## config.mk

```make
export PLATFORM = sky130hd
export DESIGN_NAME = commit_rob
export DESIGN_NICKNAME = d
export VERILOG_FILES = /design/src/rtl/commit_rob.sv
export SDC_FILE = /design/constraint.sdc
export NUM_CORES = 1
export LEC_CHECK = 0
export ABC_AREA = 1
export CAP_MARGIN = 20
export CELL_PAD_IN_SITES_DETAIL_PLACEMENT = 1
export CELL_PAD_IN_SITES_GLOBAL_PLACEMENT = 1
export CORE_ASPECT_RATIO = 1.1
export CORE_MARGIN = 2
export CORE_UTILIZATION = 50
export DETAILED_ROUTE_END_ITERATION = 10
export DONT_BUFFER_PORTS = 1
export PLACE_DENSITY = 0.88
export SYNTH_ARGS = -nofsm -noshare
export SYNTH_HDL_FRONTEND = slang
export SYNTH_SLANG_ARGS = --single-unit
```

## constraint.sdc

```tcl
create_clock -name clk -period 5.7 [get_ports clk]
set_input_delay 0.855 -clock clk [delete_from_list [all_inputs] [get_ports clk]]
set_output_delay 0.855 -clock clk [all_outputs]
set_load 0.02 [all_outputs]
```

## src/rtl/commit_rob.sv

```systemverilog
// commit_rob: in-order commit buffer between the execute/writeback path and the ARF.
// Decode allocates entries in program order, results return out of order by tag,
// and completed entries retire strictly in order, one per cycle, onto the ARF write port.
//
// Ports:
//   clk, reset            clock, synchronous active-high reset
//   alloc_valid/rd/regwrite  allocation request from decode
//   alloc_ready, alloc_tag   slot available (registered count < DEPTH), tag = tail pointer
//   wb_valid/tag/data        out-of-order result return
//   flush                    discard every entry (mispredict)
//   commit_valid/regwrite/rd/data  registered ARF write port
//   count                    occupied entries
//
// Optional feature macro: COMMIT_BYPASS_EN -- a writeback to the not-yet-done head
// entry commits on the same edge using wb_data (t+1 instead of t+2).
module commit_rob #(
    parameter int unsigned DEPTH = 8,
    parameter int unsigned TAG_W = 3
) (
    input  logic             clk,
    input  logic             reset,
    input  logic             alloc_valid,
    input  logic [4:0]       alloc_rd,
    input  logic             alloc_regwrite,
    output logic             alloc_ready,
    output logic [TAG_W-1:0] alloc_tag,
    input  logic             wb_valid,
    input  logic [TAG_W-1:0] wb_tag,
    input  logic [31:0]      wb_data,
    input  logic             flush,
    output logic             commit_valid,
    output logic             commit_regwrite,
    output logic [4:0]       commit_rd,
    output logic [31:0]      commit_data,
    output logic [TAG_W:0]   count
);

    localparam int unsigned CNT_W  = TAG_W + 1;
    localparam int unsigned DATA_W = 32;
    localparam int unsigned RD_W   = 5;

    logic [DEPTH-1:0]  ent_valid;
    logic [DEPTH-1:0]  ent_done;
    logic [DEPTH-1:0]  ent_regwrite;
    logic [RD_W-1:0]   ent_rd   [DEPTH];
    logic [DATA_W-1:0] ent_data [DEPTH];

    logic [TAG_W-1:0]  head;
    logic [TAG_W-1:0]  tail;

    logic              alloc_fire;
    logic              wb_hit;
    logic              commit_fire;
    logic [DATA_W-1:0] head_data;

    // Ready looks only at registered count; a same-cycle commit never frees a slot.
    assign alloc_ready = (count < CNT_W'(DEPTH));
    assign alloc_tag   = tail;
    assign alloc_fire  = alloc_valid && alloc_ready;
    assign wb_hit      = wb_valid && ent_valid[wb_tag];

    // Head retirement decision and the data it carries.
    always_comb begin
        commit_fire = ent_valid[head] && ent_done[head];
        head_data   = ent_data[head];
`ifdef COMMIT_BYPASS_EN
        if (wb_valid && (wb_tag == head) && ent_valid[head] && !ent_done[head]) begin
            commit_fire = 1'b1;
            head_data   = wb_data;
        end
`endif
    end

    // Control state: pointers, count, valid/done bits and the commit port.
    always_ff @(posedge clk) begin
        if (reset || flush) begin
            head            <= '0;
            tail            <= '0;
            count           <= '0;
            ent_valid       <= '0;
            ent_done        <= '0;
            commit_valid    <= 1'b0;
            commit_regwrite <= 1'b0;
            commit_rd       <= '0;
            commit_data     <= '0;
        end else begin
            if (wb_hit) begin
                ent_done[wb_tag] <= 1'b1;
            end
            // Alloc targets an invalid slot, so it never collides with wb or commit.
            if (alloc_fire) begin
                ent_valid[tail] <= 1'b1;
                ent_done[tail]  <= 1'b0;
                tail            <= tail + TAG_W'(1);
            end
            if (commit_fire) begin
                ent_valid[head] <= 1'b0;
                ent_done[head]  <= 1'b0;
                head            <= head + TAG_W'(1);
            end
            count           <= count + CNT_W'(alloc_fire) - CNT_W'(commit_fire);
            commit_valid    <= commit_fire;
            commit_regwrite <= commit_fire && ent_regwrite[head] && (ent_rd[head] != '0);
            commit_rd       <= commit_fire ? ent_rd[head] : '0;
            commit_data     <= commit_fire ? head_data : '0;
        end
    end

    // Payload storage; contents are meaningless unless the valid bit is set.
    always_ff @(posedge clk) begin
        if (!reset && !flush) begin
            if (wb_hit) begin
                ent_data[wb_tag] <= wb_data;
            end
            if (alloc_fire) begin
                ent_rd[tail]       <= alloc_rd;
                ent_regwrite[tail] <= alloc_regwrite;
            end
        end
    end

endmodule
```

==> impl_metrics.prom, run 1 <==
# TYPE chip_impl_metric gauge
chip_impl_info{name="outcome",value="complete, no violations"} 1
chip_impl_metric{name="design.core.area",unit="sq mm"} 0.0287
chip_impl_metric{name="drive_gt1_share",unit="%"} 10.4
chip_impl_metric{name="sum_of_buffers_and_inverters_on_the_critical_path",unit=""} 5
chip_impl_metric{name="totalWireLength",unit="microns"} 39200
chip_impl_metric{name="worst-endpoint-arrival",unit="ns"} 3.84
chip_impl_metric{name="drt_first_iter_violations",unit=""} 704
chip_impl_metric{name="die-height",unit="microns"} 183
chip_impl_info{name="critical_path.startpoint_type",value="flop"} 1
chip_impl_metric{name="max-cap-violations",unit=""} 0
chip_impl_metric{name="tightestPinTransition",unit="ns"} 1.01
chip_impl_metric{name="post_synth_num_cell_types",unit=""} 31
chip_impl_metric{name="min_period_over_period",unit="%"} 60.7
chip_impl_metric{name="insertion_delay",unit="ns"} 0.54
chip_impl_metric{name="diodes",unit=""} 0
chip_impl_metric{name="vdd_ir_drop_max",unit="mV"} 0.287
chip_impl_metric{name="postRouteAntennaNets",unit=""} 0
chip_impl_info{name="crit_path_top_delay_cell",value="dfxtp_1"} 1
chip_impl_metric{name="antenna_violations_before_repair",unit=""} 0
chip_impl_metric{name="placed_cells_incl_taps",unit=""} 1600
chip_impl_metric{name="design.final.nets",unit=""} 1333
chip_impl_metric{name="final.setup_skew",unit="ns"} 0.0191
chip_impl_metric{name="timing_max_transition_violations_final",unit=""} 0
chip_impl_metric{name="vias_per_cell",unit=""} 5.73
chip_impl_metric{name="number_of_input_and_output_port_buffers_inserted",unit=""} 0
chip_impl_metric{name="placementRows",unit=""} 65
chip_impl_metric{name="num_ports",unit=""} 93
chip_impl_metric{name="syn_inst",unit=""} 1271
chip_impl_metric{name="number_of_enable_flip_flop_cells_after_synthesis",unit=""} 304
chip_impl_metric{name="chipWidth",unit="microns"} 167
chip_impl_metric{name="clk_pin_slew_worst_paths",unit="ns"} 0.07
chip_impl_metric{name="synth_seq_cells",unit=""} 372
chip_impl_metric{name="crit_path_max_incr_delay",unit="ns"} 0.89
chip_impl_metric{name="vias",unit=""} 9608
chip_impl_info{name="cell_taking_the_most_area_after_synthesis",value="edfxtp_1"} 1
chip_impl_info{name="hold_path_class",value="input pin to flop"} 1
chip_impl_metric{name="max_clock_freq",unit="MHz"} 289
chip_impl_info{name="worst_path_most_repeated_cell",value="inv_1"} 1
chip_impl_metric{name="static_leakage",unit="nW"} 5.98
chip_impl_metric{name="setup_tns",unit="ns"} 0
chip_impl_metric{name="grt_start_max_net_pins",unit=""} 39
chip_impl_metric{name="postSynthNetCount",unit=""} 1324
chip_impl_metric{name="die_area",unit="sq mm"} 0.0305
chip_impl_metric{name="gp_routability_congestion",unit=""} 0.860
chip_impl_metric{name="relSlewSlack",unit="%"} 32.5
chip_impl_metric{name="areaGrowthSynthToFinish",unit="%"} 12.2
chip_impl_info{name="path_delay_family",value="flip-flops"} 1
chip_impl_metric{name="dr.pass1.iters",unit=""} 5
chip_impl_metric{name="clock_path_buffers",unit=""} 3
chip_impl_metric{name="remaining_design_rule_violation_count",unit=""} 0
chip_impl_metric{name="numClockSinks",unit=""} 372
chip_impl_metric{name="synth.top_cell.area_share",unit="%"} 62.6
chip_impl_metric{name="overall_power_after_layout",unit="mW"} 5.51
chip_impl_metric{name="hold_vio_cnt_final",unit=""} 0
chip_impl_metric{name="period_needed",unit="ns"} 3.46
chip_impl_metric{name="ctsResizeCount",unit=""} 0
chip_impl_metric{name="synth-seq-area-share",unit="%"} 72.0
chip_impl_metric{name="critPathMaxFanout",unit=""} 22
chip_impl_metric{name="synthArstFlopShare",unit="%"} 0
chip_impl_info{name="rsz_0062_raised_after_global_routing",value="no"} 1
chip_impl_metric{name="seqCellArea",unit="sq mm"} 0.0105
chip_impl_metric{name="grtUsageTotal",unit="%"} 25.5
chip_impl_info{name="clock_tree.root_cell",value="clkbuf_16"} 1
chip_impl_metric{name="yosys_warnings",unit=""} 0
chip_impl_metric{name="crit_required",unit="ns"} 6.08
chip_impl_metric{name="wl_per_cell",unit="microns"} 23.4
chip_impl_info{name="critical_path.endpoint_type",value="flop"} 1
chip_impl_info{name="worstPathCellList",value="nand2_1, inv_2, nand3_1, nand2_1, inv_1, nand2_4, nand2_4, inv_1, ha_1, inv_1, ha_1, inv_1, fa_1, xor2_1, nor2_1"} 1
chip_impl_metric{name="ctsHtreeMaxLevel",unit=""} 2
chip_impl_metric{name="cts_hold_repair.buffers",unit=""} 0
chip_impl_metric{name="multi_input_comb_area",unit="sq mm"} 0.00343
chip_impl_info{name="cts_tree",value="built"} 1
chip_impl_metric{name="final_cell_utilization_of_the_core",unit="%"} 57.0
chip_impl_metric{name="synth.avg_cell_area",unit="sq um"} 11.5
chip_impl_metric{name="synthesis.area",unit="sq mm"} 0.0146
chip_impl_metric{name="cts.repair_timing.setup_buffer_count",unit=""} 0
chip_impl_metric{name="power_per_cell_area",unit="mW/mm^2"} 337
chip_impl_info{name="synth_area_leaders",value="edfxtp_1 63%, dfxtp_1 9.3%, nand2_1 8.7%"} 1
chip_impl_metric{name="cts_inserted_buffers",unit=""} 38
chip_impl_metric{name="grt_pass1_wl",unit="microns"} 59100
chip_impl_info{name="synth_top_flop_cell",value="edfxtp_1"} 1
chip_impl_metric{name="place_hpwl",unit="microns"} 24100
chip_impl_metric{name="grt_remaining_overflow",unit=""} 0
chip_impl_metric{name="holdWs",unit="ns"} 0.412
chip_impl_info{name="critPathKind",value="flop to flop"} 1
chip_impl_metric{name="setup_viol",unit=""} 0
chip_impl_metric{name="layout.cells.non_filler",unit=""} 1677
chip_impl_metric{name="filler_cell_count",unit=""} 2913
chip_impl_metric{name="grt_pass1_vias",unit=""} 10455
chip_impl_metric{name="floorplan.initialDensity",unit="%"} 50.8
==> sequential cells by signal, summed over array words and instances (netlist names), named ones only <==
name and cells:
commit_valid 1, ent_done 8, commit_rd 5, alloc_tag 3, commit_data 32, ent_valid 8
ent_rd 40, commit_regwrite 1, ent_regwrite 8, head 3, ent_data 256, count 4
==> cells in the final DEF (no fill, tap or decap), types with 3 or more instances in the layout <==
| cell | netlist | routed |
|---|---|---|
| edfxtp_1 | 304 | 304 |
| o21ai_1 | 5 | 5 |
| bufinv_16 | 0 | 3 |
| clkbuf_16 | 0 | 39 |
| inv_2 | 6 | 6 |
| clkbuf_8 | 0 | 4 |
| nor2_1 | 112 | 102 |
| buf_16 | 0 | 4 |
| a21oi_1 | 51 | 51 |
| nor3_1 | 12 | 11 |
| o21ai_0 | 52 | 52 |
| or2_2 | 4 | 4 |
| nand3_1 | 55 | 55 |
| o211ai_1 | 9 | 9 |
| clkbuf_1 | 11 | 4 |
| inv_1 | 107 | 107 |
| clkinv_1 | 2 | 10 |
| ha_1 | 6 | 6 |
| a31oi_1 | 3 | 3 |
| nor2_4 | 3 | 10 |
| buf_4 | 10 | 9 |
| buf_12 | 0 | 4 |
| nand3b_1 | 12 | 12 |
| clkinv_2 | 0 | 8 |
| nand4_1 | 17 | 17 |
| a22oi_1 | 14 | 14 |
| dfxtp_1 | 68 | 67 |
| xor2_1 | 3 | 3 |
| nor2_2 | 31 | 34 |
| nand2_1 | 339 | 339 |
==> worst register-to-register path, delay by kind of cell (launching register included) <==
kind                     cells  cell delay (ns)
flip-flops                   1             0.89
buffers and inverters        5             0.69
adder cells (fa/ha/maj)      3             0.76
XOR/XNOR                     1             0.16
AND/OR/NAND/NOR              6             0.83
==> Yosys cell counts (6+ instances only) <==
library cell / number
a22oi_1: 14
nor2_2: 31
inv_1: 107
ha_1: 6
buf_2: 25
o211ai_1: 9
buf_4: 10
nand4_1: 17
dfxtp_1: 68
o21ai_0: 52
nand3b_1: 12
nor2_1: 112
nand2_1: 339
edfxtp_1: 304
inv_2: 6
a21oi_1: 51
nor3_1: 12
clkbuf_1: 11
nand3_1: 55
==> final timing paths <==
kind	from	endpoint	slack, ns	depth (start not counted)
min	wb_data[24]	ent_data[1][24]	0.41	0
max	head[2]	count[2]	2.24	15
min reg2reg	ent_done[5]	ent_done[5]	0.51	2
max reg2reg	head[2]	count[2]	2.24	15
==> report_power, final <==
part	leakage [nW]	total [mW]	switching, mW	internal (mW)
sequential	3.28	2.95	0.00646	2.94
clock	0.616	2.50	1.06	1.45
combinational	2.08	0.0564	0.0418	0.0146
total	5.98	5.51	1.10	4.41
==> cell families (layout without fill, tap and decap cells) <==
kind of cell               after synthesis  in the layout  share of synthesized area, %
xor gates and xnor gates                 3              3                         0.180
DFF                                    372            372                          72.0
adders and majority gates                7              7                         0.652
and+or+nand+nor                        588            588                          17.2
buffers and inverters                  166            204                          4.95
AOI/OAI and AO/OA                      135            135                          5.07
==> routing by layer <==
layer | track usage, % | share of wire [%] | vias to the layer above
li1 | - | - | 4296
met3 | 3.56 | 5.0 | 103
met1 | 30.1 | 39 | 4845
met4 | 12.2 | 3.4 | 0
met5 | 0 | 0 | -
met2 | 46.0 | 53 | 364
==> area by class of cell <==
cell class,count,area share [%]
flip-flops and latches,372,64.1
multi-input cells,733,21.0
clock buffers,47,6.39
well taps,368,2.81
inverters,115,2.64
repair buffers,20,1.79
clock inverters,22,1.26
==> through the flow <==
step	setup WS [ns]	instance area, sq um
6_report	2.24	16400
5_1_grt	2.00	16400
4_1_cts	2.27	16200
3_5_place_dp	2.32	14900
3_3_place_gp	2.47	14900
2_1_floorplan	1.42	14600
Power figures use the tool's default switching activity.
==> run 2, diff against run 1 <==
==> constraint.sdc (replaced) <==
create_clock -name clk -period 3.3 [get_ports clk]
set_input_delay 0.495 -clock clk [delete_from_list [all_inputs] [get_ports clk]]
set_output_delay 0.495 -clock clk [all_outputs]
set_load 0.02 [all_outputs]
==> run 2 against run 1 <==
Effect of this change: cell area is 0.47% lower; sequential share of layout area grew 0.30 points; fmax is 15% higher; die area stayed put; sequential power increased by 73%; first-iteration DRC count rose by 30%; clock power increased by 64%; critical path type unchanged; critical endpoint unchanged.
==> impl_metrics.prom, run 2 (same netlist as run 1, synthesis figures left out) <==
# TYPE chip_impl_metric gauge
chip_impl_info{name="outcome",value="complete, no violations"} 1
chip_impl_metric{name="floorplan.initialDensity",unit="%"} 50.8
chip_impl_metric{name="place_hpwl",unit="microns"} 23900
chip_impl_metric{name="wl_per_cell",unit="microns"} 23.4
chip_impl_metric{name="postRouteAntennaNets",unit=""} 0
chip_impl_metric{name="design.core.area",unit="sq mm"} 0.0287
chip_impl_info{name="crit_path_top_delay_cell",value="dfxtp_2"} 1
chip_impl_metric{name="place_area",unit="sq mm"} 0.0151
chip_impl_metric{name="die-height",unit="microns"} 183
chip_impl_metric{name="setup_tns",unit="ns"} 0
chip_impl_metric{name="crit_required",unit="ns"} 3.69
chip_impl_metric{name="rrSetupSlack",unit="ns"} 0.30
chip_impl_metric{name="max_reg_flops",unit=""} 256
chip_impl_metric{name="r2r.worst_path.cells",unit=""} 16
chip_impl_metric{name="worst-path-stages",unit=""} 16
chip_impl_metric{name="placed_cells_incl_taps",unit=""} 1623
chip_impl_info{name="path_delay_family",value="adder cells"} 1
chip_impl_info{name="critical_path.reg2reg.startpoint",value="head[0]"} 1
chip_impl_metric{name="grt_pass1_vias",unit=""} 10898
chip_impl_metric{name="critPathMaxFanout",unit=""} 21
chip_impl_metric{name="antenna_violations_before_repair",unit=""} 0
chip_impl_metric{name="diodes",unit=""} 0
chip_impl_metric{name="tightestPinTransition",unit="ns"} 0.967
chip_impl_info{name="clock_tree.root_cell",value="clkbuf_16"} 1
chip_impl_metric{name="grt_pass1_wl",unit="microns"} 61300
chip_impl_metric{name="design.final.nets",unit=""} 1348
chip_impl_info{name="worstPathCellList",value="inv_2, nand2_1, nand2_1, nand2_1, nand2_1, nand2_1, nand2_2, nand2_4, inv_1, ha_1, inv_1, ha_1, inv_1, fa_1, xor2_1, nor2_1"} 1
chip_impl_info{name="critical_path.endpoint_type",value="flop"} 1
chip_impl_info{name="crit_start",value="head[0]"} 1
chip_impl_metric{name="post_place_setup_slack",unit="ns"} 0.429
chip_impl_metric{name="cts_hold_repair.buffers",unit=""} 0
chip_impl_info{name="rsz_0062_raised_after_global_routing",value="no"} 1
chip_impl_metric{name="clk_pin_slew_worst_paths",unit="ns"} 0.07
chip_impl_metric{name="ctsHtreeMaxLevel",unit=""} 2
chip_impl_metric{name="max-cap-violations",unit=""} 0
chip_impl_metric{name="grt_start_max_net_pins",unit=""} 38
chip_impl_metric{name="vias_per_cell",unit=""} 5.77
chip_impl_metric{name="insertion_delay",unit="ns"} 0.54
chip_impl_metric{name="relSlewSlack",unit="%"} 35.5
chip_impl_metric{name="remaining_design_rule_violation_count",unit=""} 0
chip_impl_metric{name="numClockSinks",unit=""} 372
chip_impl_info{name="largest_registers",value="ent_data x256, ent_rd x40, commit_data x32"} 1
chip_impl_metric{name="max_clock_freq",unit="MHz"} 333
chip_impl_metric{name="period_needed",unit="ns"} 3.00
chip_impl_metric{name="chipWidth",unit="microns"} 167
chip_impl_metric{name="filler_cell_count",unit=""} 2955
chip_impl_metric{name="static_leakage",unit="nW"} 6.00
chip_impl_metric{name="cts.repair_timing.setup_buffer_count",unit=""} 0
chip_impl_info{name="cts_tree",value="built"} 1
chip_impl_metric{name="num_ports",unit=""} 93
chip_impl_info{name="registers.top_by_ff_count",value="ent_data"} 1
chip_impl_metric{name="vias",unit=""} 9768
chip_impl_metric{name="gp_routability_congestion",unit=""} 0.860
chip_impl_info{name="mostFrequentLayoutCell",value="nand2_1"} 1
chip_impl_metric{name="totalWireLength",unit="microns"} 39600
chip_impl_metric{name="timing_max_transition_violations_final",unit=""} 0
chip_impl_metric{name="number_of_input_and_output_port_buffers_inserted",unit=""} 0
chip_impl_metric{name="final.setup_skew",unit="ns"} 0.0178
chip_impl_metric{name="areaGrowthSynthToFinish",unit="%"} 11.7
chip_impl_metric{name="drt_first_iter_violations",unit=""} 918
chip_impl_metric{name="sum_of_buffers_and_inverters_on_the_critical_path",unit=""} 4
chip_impl_metric{name="layout_setup_ws",unit="ns"} 0.296
chip_impl_info{name="worst_r2r_endpoint",value="count[2]"} 1
chip_impl_metric{name="grtUsageTotal",unit="%"} 26.2
chip_impl_metric{name="min_period_over_period",unit="%"} 91.0
chip_impl_metric{name="crit_path_max_incr_delay",unit="ns"} 0.59
chip_impl_metric{name="grt_remaining_overflow",unit=""} 0
chip_impl_metric{name="layout.cells.non_filler",unit=""} 1692
chip_impl_info{name="hold_path_class",value="input pin to flop"} 1
chip_impl_metric{name="clock_path_buffers",unit=""} 3
chip_impl_info{name="critical_path.startpoint_type",value="flop"} 1
chip_impl_info{name="crit_end",value="count[2]"} 1
chip_impl_metric{name="placementRows",unit=""} 65
chip_impl_metric{name="hold_vio_cnt_final",unit=""} 0
chip_impl_metric{name="dr.pass1.iters",unit=""} 5
chip_impl_info{name="critPathKind",value="flop to flop"} 1
chip_impl_metric{name="fin_area",unit="sq mm"} 0.0163
chip_impl_metric{name="worst-endpoint-arrival",unit="ns"} 3.40
chip_impl_metric{name="die_area",unit="sq mm"} 0.0305
chip_impl_metric{name="vdd_ir_drop_max",unit="mV"} 0.436
chip_impl_info{name="most-common-layout-cells",value="339 x nand2_1, 304 x edfxtp_1, 107 x inv_1"} 1
chip_impl_metric{name="drive_gt1_share",unit="%"} 11.4
chip_impl_info{name="worst_path_most_repeated_cell",value="nand2_1"} 1
chip_impl_metric{name="setup_viol",unit=""} 0
chip_impl_metric{name="ctsResizeCount",unit=""} 0
chip_impl_metric{name="cts_inserted_buffers",unit=""} 38
chip_impl_metric{name="power_per_cell_area",unit="mW/mm^2"} 570
-- run 2: cell count changes in the layout (fill, tap and decap cells not counted), sizes merged --
cell / change
buf: +15
bufinv: -3
clkbuf: +10
clkinv: -8
inv: +1
-- run 2: metal layers --
layer	share of wire [%]	routed length [microns]	global-route usage (%)	up-vias
met5	0	0	0	-
met4	3.2	1250	11.3	0
met3	6.0	2370	4.34	108
met2	52	20700	47.4	395
met1	39	15200	31.0	4929
li1	-	-	-	4336
-- run 2: report_power, final --
part           internal, mW  switching [mW]
registers              5.09          0.0112
logic                0.0251          0.0743
clock network          2.31            1.78
-- run 2: cell type report --
class | instances | area, sq um | area share, %
Clock inverter | 12 | 95.1 | 0.584
Multi-Input combinational cell | 733 | 3440 | 21.1
Clock buffer | 57 | 1090 | 6.71
Sequential cell | 372 | 10500 | 64.4
Inverter | 115 | 432 | 2.65
Timing Repair Buffer | 35 | 275 | 1.69
Tap cell | 368 | 460 | 2.83
-- run 2: worst min-delay path by stage --
| stage | startpoint | end | slack, ns | cells after the start |
|---|---|---|---|---|
| after floorplan | ent_done[0] | ent_done[0] | 0.44 | 2 |
| after global placement | ent_done[2] | ent_done[2] | 0.49 | 2 |
| after detailed placement | ent_done[7] | ent_done[7] | 0.50 | 2 |
| after CTS | wb_data[31] | ent_data[7][31] | 0.03 | 0 |
| after global routing | wb_data[6] | ent_data[3][6] | 0.04 | 0 |
| final | wb_data[27] | ent_data[2][27] | 0.05 | 0 |
-- run 2: worst register-to-register path, cell delays in order (launching register included) --
cell	delay, ns
dfxtp_2	0.59
inv_2	0.28
nand2_1	0.15
nand2_1	0.08
nand2_1	0.08
nand2_1	0.06
nand2_1	0.06
nand2_2	0.18
nand2_4	0.16
inv_1	0.09
ha_1	0.29
inv_1	0.06
ha_1	0.16
inv_1	0.06
fa_1	0.37
xor2_1	0.16
nor2_1	0.05
-- run 2: through the flow --
step / util (%) / power, mW / hold slack, ns
2_1_floorplan: - / 5.26 / 0.437
3_3_place_gp: 52.6 / 5.29 / 0.490
3_5_place_dp: 52.6 / 5.29 / 0.498
4_1_cts: 56.7 / 9.34 / 0.0339
5_1_grt: 56.7 / 9.52 / 0.0357
6_report: 56.7 / 9.29 / 0.0468
